### src/rtl/qam_tick_sched_if.sv
// Bit-source handshake and symbol/strobe bus between the 16QAM scheduler and its neighbours.
interface qam_tick_sched_if;
  logic       bit_in;
  logic       bit_valid;
  logic       bit_ready;
  logic       sample_tick;
  logic [3:0] sym_data;
  logic       sym_load;

  modport master (
    output bit_in, bit_valid,
    input  bit_ready, sample_tick, sym_data, sym_load
  );

  modport slave (
    input  bit_in, bit_valid,
    output bit_ready, sample_tick, sym_data, sym_load
  );
endinterface

### src/rtl/qam_tick_sched.sv
// 16QAM symbol-rate scheduler: packs 4 source bits per symbol, divides orgin_clk into sample
// strobes and issues one symbol every SPS strobes for a frame of frame_len symbols.
module qam_tick_sched #(
  parameter int DIV   = 10,
  parameter int SPS   = 8,
  parameter int LEN_W = 8
) (
  input  logic             orgin_clk,
  input  logic             reset_n,
  input  logic             start,
  input  logic [LEN_W-1:0] frame_len,
  qam_tick_sched_if.slave  sif,
  output logic             busy,
  output logic             done,
  output logic             underflow
);

  localparam int DIV_W = (DIV > 1) ? $clog2(DIV) : 1;
  localparam int SPS_W = (SPS > 1) ? $clog2(SPS) : 1;
  localparam logic [DIV_W-1:0] DIV_LAST = DIV_W'(DIV - 1);
  localparam logic [SPS_W-1:0] SPS_LAST = SPS_W'(SPS - 1);

  typedef enum logic [1:0] {IDLE, FILL, RUN} state_t;

  state_t           state_q, state_d;
  logic [3:0]       pend_q, pend_d;
  logic [2:0]       pcnt_q, pcnt_d;
  logic [LEN_W-1:0] fetch_q, fetch_d;
  logic [LEN_W-1:0] left_q, left_d;
  logic [DIV_W-1:0] div_cnt_q, div_cnt_d;
  logic [SPS_W-1:0] samp_cnt_q, samp_cnt_d;
  logic             sample_tick_q, sample_tick_d;
  logic [3:0]       sym_data_q, sym_data_d;
  logic             sym_load_q, sym_load_d;
  logic             done_q, done_d;
  logic             underflow_q, underflow_d;
  logic             bit_ready;
  logic             xfer;

  always_comb begin
    state_d       = state_q;
    pend_d        = pend_q;
    pcnt_d        = pcnt_q;
    fetch_d       = fetch_q;
    left_d        = left_q;
    div_cnt_d     = div_cnt_q;
    samp_cnt_d    = samp_cnt_q;
    sample_tick_d = 1'b0;
    sym_data_d    = sym_data_q;
    sym_load_d    = 1'b0;
    done_d        = 1'b0;
    underflow_d   = underflow_q;

    case (state_q)
      FILL:    bit_ready = 1'b1;
      RUN:     bit_ready = (pcnt_q != 3'd4) && (fetch_q != '0);
      default: bit_ready = 1'b0;
    endcase
    xfer = sif.bit_valid && bit_ready;

    if (xfer) begin
      pend_d = {pend_q[2:0], sif.bit_in};
      pcnt_d = pcnt_q + 3'd1;
    end

    case (state_q)
      IDLE: begin
        if (start) begin
          underflow_d = 1'b0;
          if (frame_len != '0) begin
            fetch_d = frame_len;
            left_d  = frame_len;
            pend_d  = '0;
            pcnt_d  = '0;
            state_d = FILL;
          end else begin
            done_d = 1'b1;
          end
        end
      end
      FILL: begin
        if (xfer && pcnt_q == 3'd3) begin
          fetch_d    = fetch_q - LEN_W'(1);
          div_cnt_d  = '0;
          samp_cnt_d = '0;
          state_d    = RUN;
        end
      end
      RUN: begin
        if (xfer && pcnt_q == 3'd3) fetch_d = fetch_q - LEN_W'(1);
        if (div_cnt_q == DIV_LAST) begin
          div_cnt_d     = '0;
          sample_tick_d = 1'b1;
          samp_cnt_d    = (samp_cnt_q == SPS_LAST) ? '0 : samp_cnt_q + SPS_W'(1);
          // Symbol boundary: hand over a complete symbol or abort the frame.
          if (samp_cnt_q == '0) begin
            if (pcnt_q == 3'd4) begin
              sym_data_d = pend_q;
              sym_load_d = 1'b1;
              pcnt_d     = '0;
              left_d     = left_q - LEN_W'(1);
            end else begin
              underflow_d = 1'b1;
              done_d      = 1'b1;
              pend_d      = '0;
              pcnt_d      = '0;
              state_d     = IDLE;
            end
          end else if (samp_cnt_q == SPS_LAST && left_q == '0) begin
            done_d  = 1'b1;
            state_d = IDLE;
          end
        end else begin
          div_cnt_d = div_cnt_q + DIV_W'(1);
        end
      end
      default: state_d = IDLE;
    endcase
  end

  always_ff @(posedge orgin_clk or negedge reset_n) begin
    if (!reset_n) begin
      state_q       <= IDLE;
      pend_q        <= '0;
      pcnt_q        <= '0;
      fetch_q       <= '0;
      left_q        <= '0;
      div_cnt_q     <= '0;
      samp_cnt_q    <= '0;
      sample_tick_q <= 1'b0;
      sym_data_q    <= '0;
      sym_load_q    <= 1'b0;
      done_q        <= 1'b0;
      underflow_q   <= 1'b0;
    end else begin
      state_q       <= state_d;
      pend_q        <= pend_d;
      pcnt_q        <= pcnt_d;
      fetch_q       <= fetch_d;
      left_q        <= left_d;
      div_cnt_q     <= div_cnt_d;
      samp_cnt_q    <= samp_cnt_d;
      sample_tick_q <= sample_tick_d;
      sym_data_q    <= sym_data_d;
      sym_load_q    <= sym_load_d;
      done_q        <= done_d;
      underflow_q   <= underflow_d;
    end
  end

  assign sif.bit_ready   = bit_ready;
  assign sif.sample_tick = sample_tick_q;
  assign sif.sym_data    = sym_data_q;
  assign sif.sym_load    = sym_load_q;
  assign busy            = (state_q != IDLE);
  assign done            = done_q;
  assign underflow       = underflow_q;

endmodule

### src/flat_wrapper.sv
// flat-port wrapper written by rule: the top's interface ports become plain ports
module qam_tick_sched_flat 
#(
  parameter int DIV   = 10,
  parameter int SPS   = 8,
  parameter int LEN_W = 8
)
  (orgin_clk, reset_n, start, frame_len, busy, done, underflow, sif_bit_in, sif_bit_valid, sif_bit_ready, sif_sample_tick, sif_sym_data, sif_sym_load);
  qam_tick_sched_if sif_i ();
  input  logic orgin_clk;
  input  logic reset_n;
  input  logic start;
  input  logic [LEN_W-1:0] frame_len;
  output logic busy;
  output logic done;
  output logic underflow;
  input wire logic [$bits(sif_i.bit_in)-1:0] sif_bit_in;
  input wire logic [$bits(sif_i.bit_valid)-1:0] sif_bit_valid;
  output wire logic [$bits(sif_i.bit_ready)-1:0] sif_bit_ready;
  output wire logic [$bits(sif_i.sample_tick)-1:0] sif_sample_tick;
  output wire logic [$bits(sif_i.sym_data)-1:0] sif_sym_data;
  output wire logic [$bits(sif_i.sym_load)-1:0] sif_sym_load;
  assign sif_i.bit_in = sif_bit_in;
  assign sif_i.bit_valid = sif_bit_valid;
  assign sif_bit_ready = sif_i.bit_ready;
  assign sif_sample_tick = sif_i.sample_tick;
  assign sif_sym_data = sif_i.sym_data;
  assign sif_sym_load = sif_i.sym_load;
  qam_tick_sched #(.DIV(DIV), .SPS(SPS), .LEN_W(LEN_W)) u_core (.orgin_clk(orgin_clk), .reset_n(reset_n), .start(start), .frame_len(frame_len), .sif(sif_i), .busy(busy), .done(done), .underflow(underflow));
endmodule
### config.mk
export PLATFORM = sky130hd
export DESIGN_NAME = qam_tick_sched_flat
export DESIGN_NICKNAME = d
export VERILOG_FILES = /design/src/rtl/qam_tick_sched_if.sv /design/src/rtl/qam_tick_sched.sv /design/src/flat_wrapper.sv
export SDC_FILE = /design/constraint.sdc
export NUM_CORES = 1
export LEC_CHECK = 0
export ABC_AREA = 0
export CAP_MARGIN = 20
export CORE_ASPECT_RATIO = 0.75
export CORE_MARGIN = 3
export CORE_UTILIZATION = 40
export CTS_CLUSTER_SIZE = 25
export DETAILED_ROUTE_END_ITERATION = 10
export GPL_TIMING_DRIVEN = 0
export HOLD_SLACK_MARGIN = 0.15
export PLACE_DENSITY_LB_ADDON = 0.1
export SETUP_SLACK_MARGIN = 0.4
export SYNTH_ARGS = -nofsm -noshare
export SYNTH_HDL_FRONTEND = slang
export SYNTH_SLANG_ARGS = --single-unit
### constraint.sdc
create_clock -name orgin_clk -period 1.8 [get_ports orgin_clk]
set_input_delay 0.18 -clock orgin_clk [delete_from_list [all_inputs] [get_ports orgin_clk]]
set_output_delay 0.18 -clock orgin_clk [all_outputs]
set_load 0.02 [all_outputs]
# Word level (Yosys, flattened, before mapping)
# Index checks and enable logic that the tools add are counted.
# Widths: inputs -> output; s select.
[word_totals] register_bits=40 wordCells=110 output_inout_bits=10 inputBits=13
[classes] mux=55 n_reduce_logical=21 n_eq_ne=17 add_sub_neg=5
[op_table] op="$mux 8" n=6
[op_table] op="$mux 4" n=8
[op_table] op="$pmux 8 s2" n=2
[op_table] op="$mux 3" n=8
[op_table] op="$mux 1" n=16
[op_table] op="$pmux 4 s2" n=2
[op_table] op="$reduce_bool 8->1" n=2
[op_table] op="$sub 8x1->8 const B" n=2
[op_table] op="$mux 2" n=7
[op_table] op="$ne 2x1->1 const B" n=6
[op_table] op="$pmux 3 s2" n=2
[op_table] op="$reduce_and 6->1" n=2
[op_table] op="$logic_not 8->1" n=1
[op_table] op="$reduce_and 4->1" n=2
[op_table] op="$reduce_bool 2->1" n=4
[op_table] op="$add 3x1->3 const B" n=2
[op_table] op="$eq 3x3->1 const B" n=2
[op_table] op="$ne 3x3->1 const B" n=2
[op_table] op="$pmux 1 s2" n=3
[op_table] op="$pmux 2 s3" n=1
[op_table] op="$reduce_and 5->1" n=1
[op_table] op="$add 4x1->4 const B" n=1
[op_table] op="$eq 4x4->1 const B" n=1
[op_table] op="$logic_and 1x1->1" n=4
[op_table] op="10 further kinds" n=11

# Logic depth before layout (Yosys ltp)
[logic_depth] ltp_word=9 ltp_mapped=10 mapped_depth_nobuf=7

# Worst setup path after synthesis
# Ideal clock, no wire load.
[synth_timing] path_kind="reg-to-reg" start="register u_core.state_q[1]" end="register u_core.fetch_q[3]" setup_slack_ns=-0.158 synth_period_minus_slack_ns=1.958 n_path_buf=3 path_stages_with_launch=11 arrival_time_ns=1.858 required_time_ns=1.701 cell_sequence="dfrtp_1 > inv_1 > ha_1 > buf_2 > and3_1 > buf_2 > o211ai_1 > a22oi_2 > buf_2 > a21oi_1 > a311oi_1"
[synth_via] elab_chain_cells=6 word_cells_on_any_way=13
[synth_rtl] item="start: declaration" line_no="qam_tick_sched.sv:25" source="state_t state_q, state_d;"
[synth_rtl] item="start signal: assignment" line_no="qam_tick_sched.sv:136" source="state_q <= state_d;"
[synth_rtl] item="$eq 2x2->1 / $eq 2x1->1 (equally long branches)" line_no="qam_tick_sched.sv:54, qam_tick_sched.sv:66"
[synth_rtl] item="$pmux 1 s2" line_no="qam_tick_sched.sv:54" source="case (state_q)"
[synth_rtl] item="$logic_and 1x1->1" line_no="qam_tick_sched.sv:59" source="xfer = sif.bit_valid && bit_ready;"
[synth_rtl] item="$logic_and 1x1->1" line_no="qam_tick_sched.sv:82, qam_tick_sched.sv:90"
[synth_rtl] item="$ne 2x1->1 (no source line)"
[synth_rtl] item="$reduce_and 4->1 (no source line)"
[synth_rtl] item="end signal: assignment" line_no="qam_tick_sched.sv:139" source="fetch_q <= fetch_d;"
[synth_rtl] item="end: declaration" line_no="qam_tick_sched.sv:28" source="logic [LEN_W-1:0] fetch_q, fetch_d;"
# Several ways; a longest one is shown, not always the timed one.
# A chain may end at the register's enable or synchronous reset.

# Final worst setup path
[layout_timing] start="register u_core.state_q[1]" end="register u_core.fetch_q[6]"
# The elaborated chain is that of the path after synthesis.

==> impl_results.md <==
* Post-synth EDFFs at 0
* Register area at 1000 sq um
* Post-layout util at 74.2%
* Area contributors post-synth: dfrtp_1 41%, ha_1 6.7%, a21oi_1 3.9%
* Layout cells sized above 1 at 53.4%
* CP Data Arrival Time at 2.35 ns
* Period utilization at 118%
* Worst vdd ir at 0.765 mV
* Nets at 388
* Failing checks: setup timing
* Number of global-route vias before repair at 2306
* FP Rows at 23
* Startpoint of the worst hold path: frame_len[0]
* Initial antenna violation count at 0
* R2R Path End: u_core.fetch_q[6]$_DFFE_PN0P_
* Post-synth top cells: 40 x dfrtp_1, 22 x inv_1, 21 x nor2_1
* Lkg Pwr at 0.00185 uW
* Post-synth top area share at 41.2%
* Longest Clk Path Bufs at 2
* Antenna viol nets, final at 0
* Internal reg-to-reg setup slack at -0.33 ns
* Fmax at 470 MHz
* Antenna cells at 0
* Total power at 5310 uW
* Die ar. at 7060 sq um
* FFs w/ async S/R, synth at 100%
* Final hold vios at 0
* Port-buffer cells at 22
* Final setup viols at 35
* Flops & latches, synth at 40
* I/O pins at 23
* Via count at 2472
* Total track usage at 21.7%
* Routability congestion estimate from global placement at 0.811
* Critical Path Most Common Cell: buf_6
* FILL cells at 361
* Top-count cell post-synth: dfrtp_1
* Routed len/inst at 19.4 um
* Area Overhead vs Synth at 71.4%
* Synth cell types at 55
* Data required time of the worst path at 2.02 ns
* Startpoint Class: register
* Syn_nets at 286
* Post-synthesis sequential area ratio at 41.2%
* # H-tree levels at 2
* Max Cap Viol at 0
* Status: finished, violations left
* Worst slew pin tran at 0.536 ns
* Die X at 96.0 um
* Worst R2R Start: u_core.state_q[1]$_DFFE_PN0P_
* Clock-pin slew on the worst setup and hold paths at 0.10 ns
* HP Class: primary input to register
* Crit path kind: register to register
* Reg2reg path depth at 11
* Power density over the cells at 1280 nW/um^2
* Syn Inst Count at 260
* CP Cell Sequence: inv_2 > ha_4 > buf_6 > and3_4 > buf_6 > o211ai_1 > a22oi_2 > buf_6 > buf_6 > a21oi_2 > a311oi_1
* Min Tclk post-route at 2.13 ns
* CTS root buffer: clkbuf_8
* Slew margin rel. at 64.3%
* Critical-path maximum fanout at 6
* Hold Crit Depth at 3
* TritonCTS clock tree: built
* Hpwl dp at 4420 um
* Synthesized area per cell at 9.35 sq um
* Starting Density at 43.3%
* Primary FF master, synth: dfrtp_1
* Chip height at 73.5 um
* Core area at 5610 sq um
* Hold Path Sink: u_core.fetch_q[0]$_DFFE_PN0P_
* Initial DRT Pass Iterations at 5
* Largest net degree at the start of global routing at 22
* Final WS setup at -0.328 ns
* RSZ-0062 raised after global routing: true
* Drc violations at 0
* Total global routing overflow at 0
* Clock sink count at 40
* Vias per cell at 5.64
* 1st-iter DRT viols at 176
* Pre-CTS setup slack at -0.499 ns
* Slowest cell on the critical path: dfrtp_1
* Max Slew Vio Count at 0
* Clock Latency Late Sink at 0.31 ns
* Number of CTS-inserted buffers at 5
* Total Wirelength at 8500 um
* Setup TNS at -5.48 ns
* Multi-input gate area at 1830 sq um
* Synth Cell Area at 2430 sq um
* Post-synth top area cell: dfrtp_1
* Skew final at 0.0138 ns
* Yosys warns at 0
* CP Capture Type: register
* First-pass GRT wire length at 11800 um
* CP peak stage delay at 0.40 ns
-- report_power, final --
part	switching [uW]	internal [uW]
sequential	264	1110
clock	373	418
combinational	1590	1560
-- worst max-delay path, delay by kind of cell (launching register included) --
family | cells | cell delay [ns]
compound gates | 4 | 0.65
fa+ha+maj | 1 | 0.27
buf+inv | 5 | 0.56
flops | 1 | 0.40
simple gates | 1 | 0.17
-- metrics by stage --
| stage | hold slack, ns | instance area (sq um) | instances |
|---|---|---|---|
| after floorplan | -0.116 | 2610 | 260 |
| after global placement | 0.490 | 2930 | 357 |
| after detailed placement | 0.183 | 2950 | 358 |
| after CTS | 0.266 | 3780 | 415 |
| after global routing | 0.300 | 4170 | 438 |
| final | 0.275 | 4170 | 438 |
-- metal layers --
metal	vias up	track usage, %	part of all wire (%)
li1	1153	-	-
met1	1223	32.6	44
met2	78	31.8	48
met3	18	4.09	5.3
met4	0	5.99	2.3
met5	-	0	0
-- sequential cells by signal, indices dropped and copies added (netlist names) --
register and cells:
u_core.div_cnt_q 4, u_core.done 1, u_core.fetch_q 8, u_core.left_q 8, u_core.pcnt_q 3, u_core.pend_q 4, u_core.samp_cnt_q 3, u_core.sif.sample_tick 1
u_core.sif.sym_data 4, u_core.sif.sym_load 1, u_core.state_q 2, u_core.underflow 1
-- worst max path at each step --
stage / from / to / cells past startpoint
floorplan: u_core.fetch_q[0]$_DFFE_PN0P_ / u_core.pcnt_q[1]$_DFF_PN0_ / 7
global placement: reset_n / u_core.samp_cnt_q[0]$_DFFE_PN0P_ / 1
detailed placement: frame_len[1] / u_core.fetch_q[2]$_DFFE_PN0P_ / 7
CTS: u_core.fetch_q[0]$_DFFE_PN0P_ / sif_bit_ready / 7
global route: u_core.state_q[1]$_DFFE_PN0P_ / u_core.fetch_q[6]$_DFFE_PN0P_ / 11
finish: u_core.state_q[1]$_DFFE_PN0P_ / u_core.fetch_q[6]$_DFFE_PN0P_ / 11
-- cell families after synthesis --
kind of cell,share of synthesized area (%)
AOI/OAI and AO/OA,20.2
DFF,41.2
and+or+nand+nor,20.1
adders and majority gates,6.69
buffers and inverters,5.51
muxes,5.56
xor gates and xnor gates,0.721
-- cells in the final DEF, fill, tap and decap left out, drive strengths merged, types with 3 or more instances in the layout --
cell,n
or4,3
nor2b,4
and3,3
o221ai,4
a21o,3
a211oi,4
mux2i,9
a31oi,3
o21ai,9
a311oi,3
dlygate4sd2,11
clkbuf,6
buf,84
clkdlybuf4s15,5
o22ai,4
a21oi,19
nand3b,3
clkdlybuf4s50,3
nor2,22
and2,3
nand2,20
or2,3
inv,21
clkinv,3
o211ai,4
mux2,4
nand2b,3
ha,13
nand3,10
nand4,5
dfrtp,40
nor3,7
-- area by class of cell --
type	count	share of cell area (%)
multi-input combinational	188	43.9
tap	75	2.25
clock buffer	5	1.65
inverter	22	2.40
buffer	10	2.70
timing repair buffer	95	21.8
sequential	40	24.1
clock inverter	3	1.14
-- timing repair --
item	4_1_cts	5_1_grt
gates cloned	1	0
hold endpoints to repair	19	0
endpoints found under the setup margin	49	42
buffers inserted	47	23
hold buffers	1	0
resized for setup	118	56
pin swaps	34	31
(Power assumes the default switching activity.)
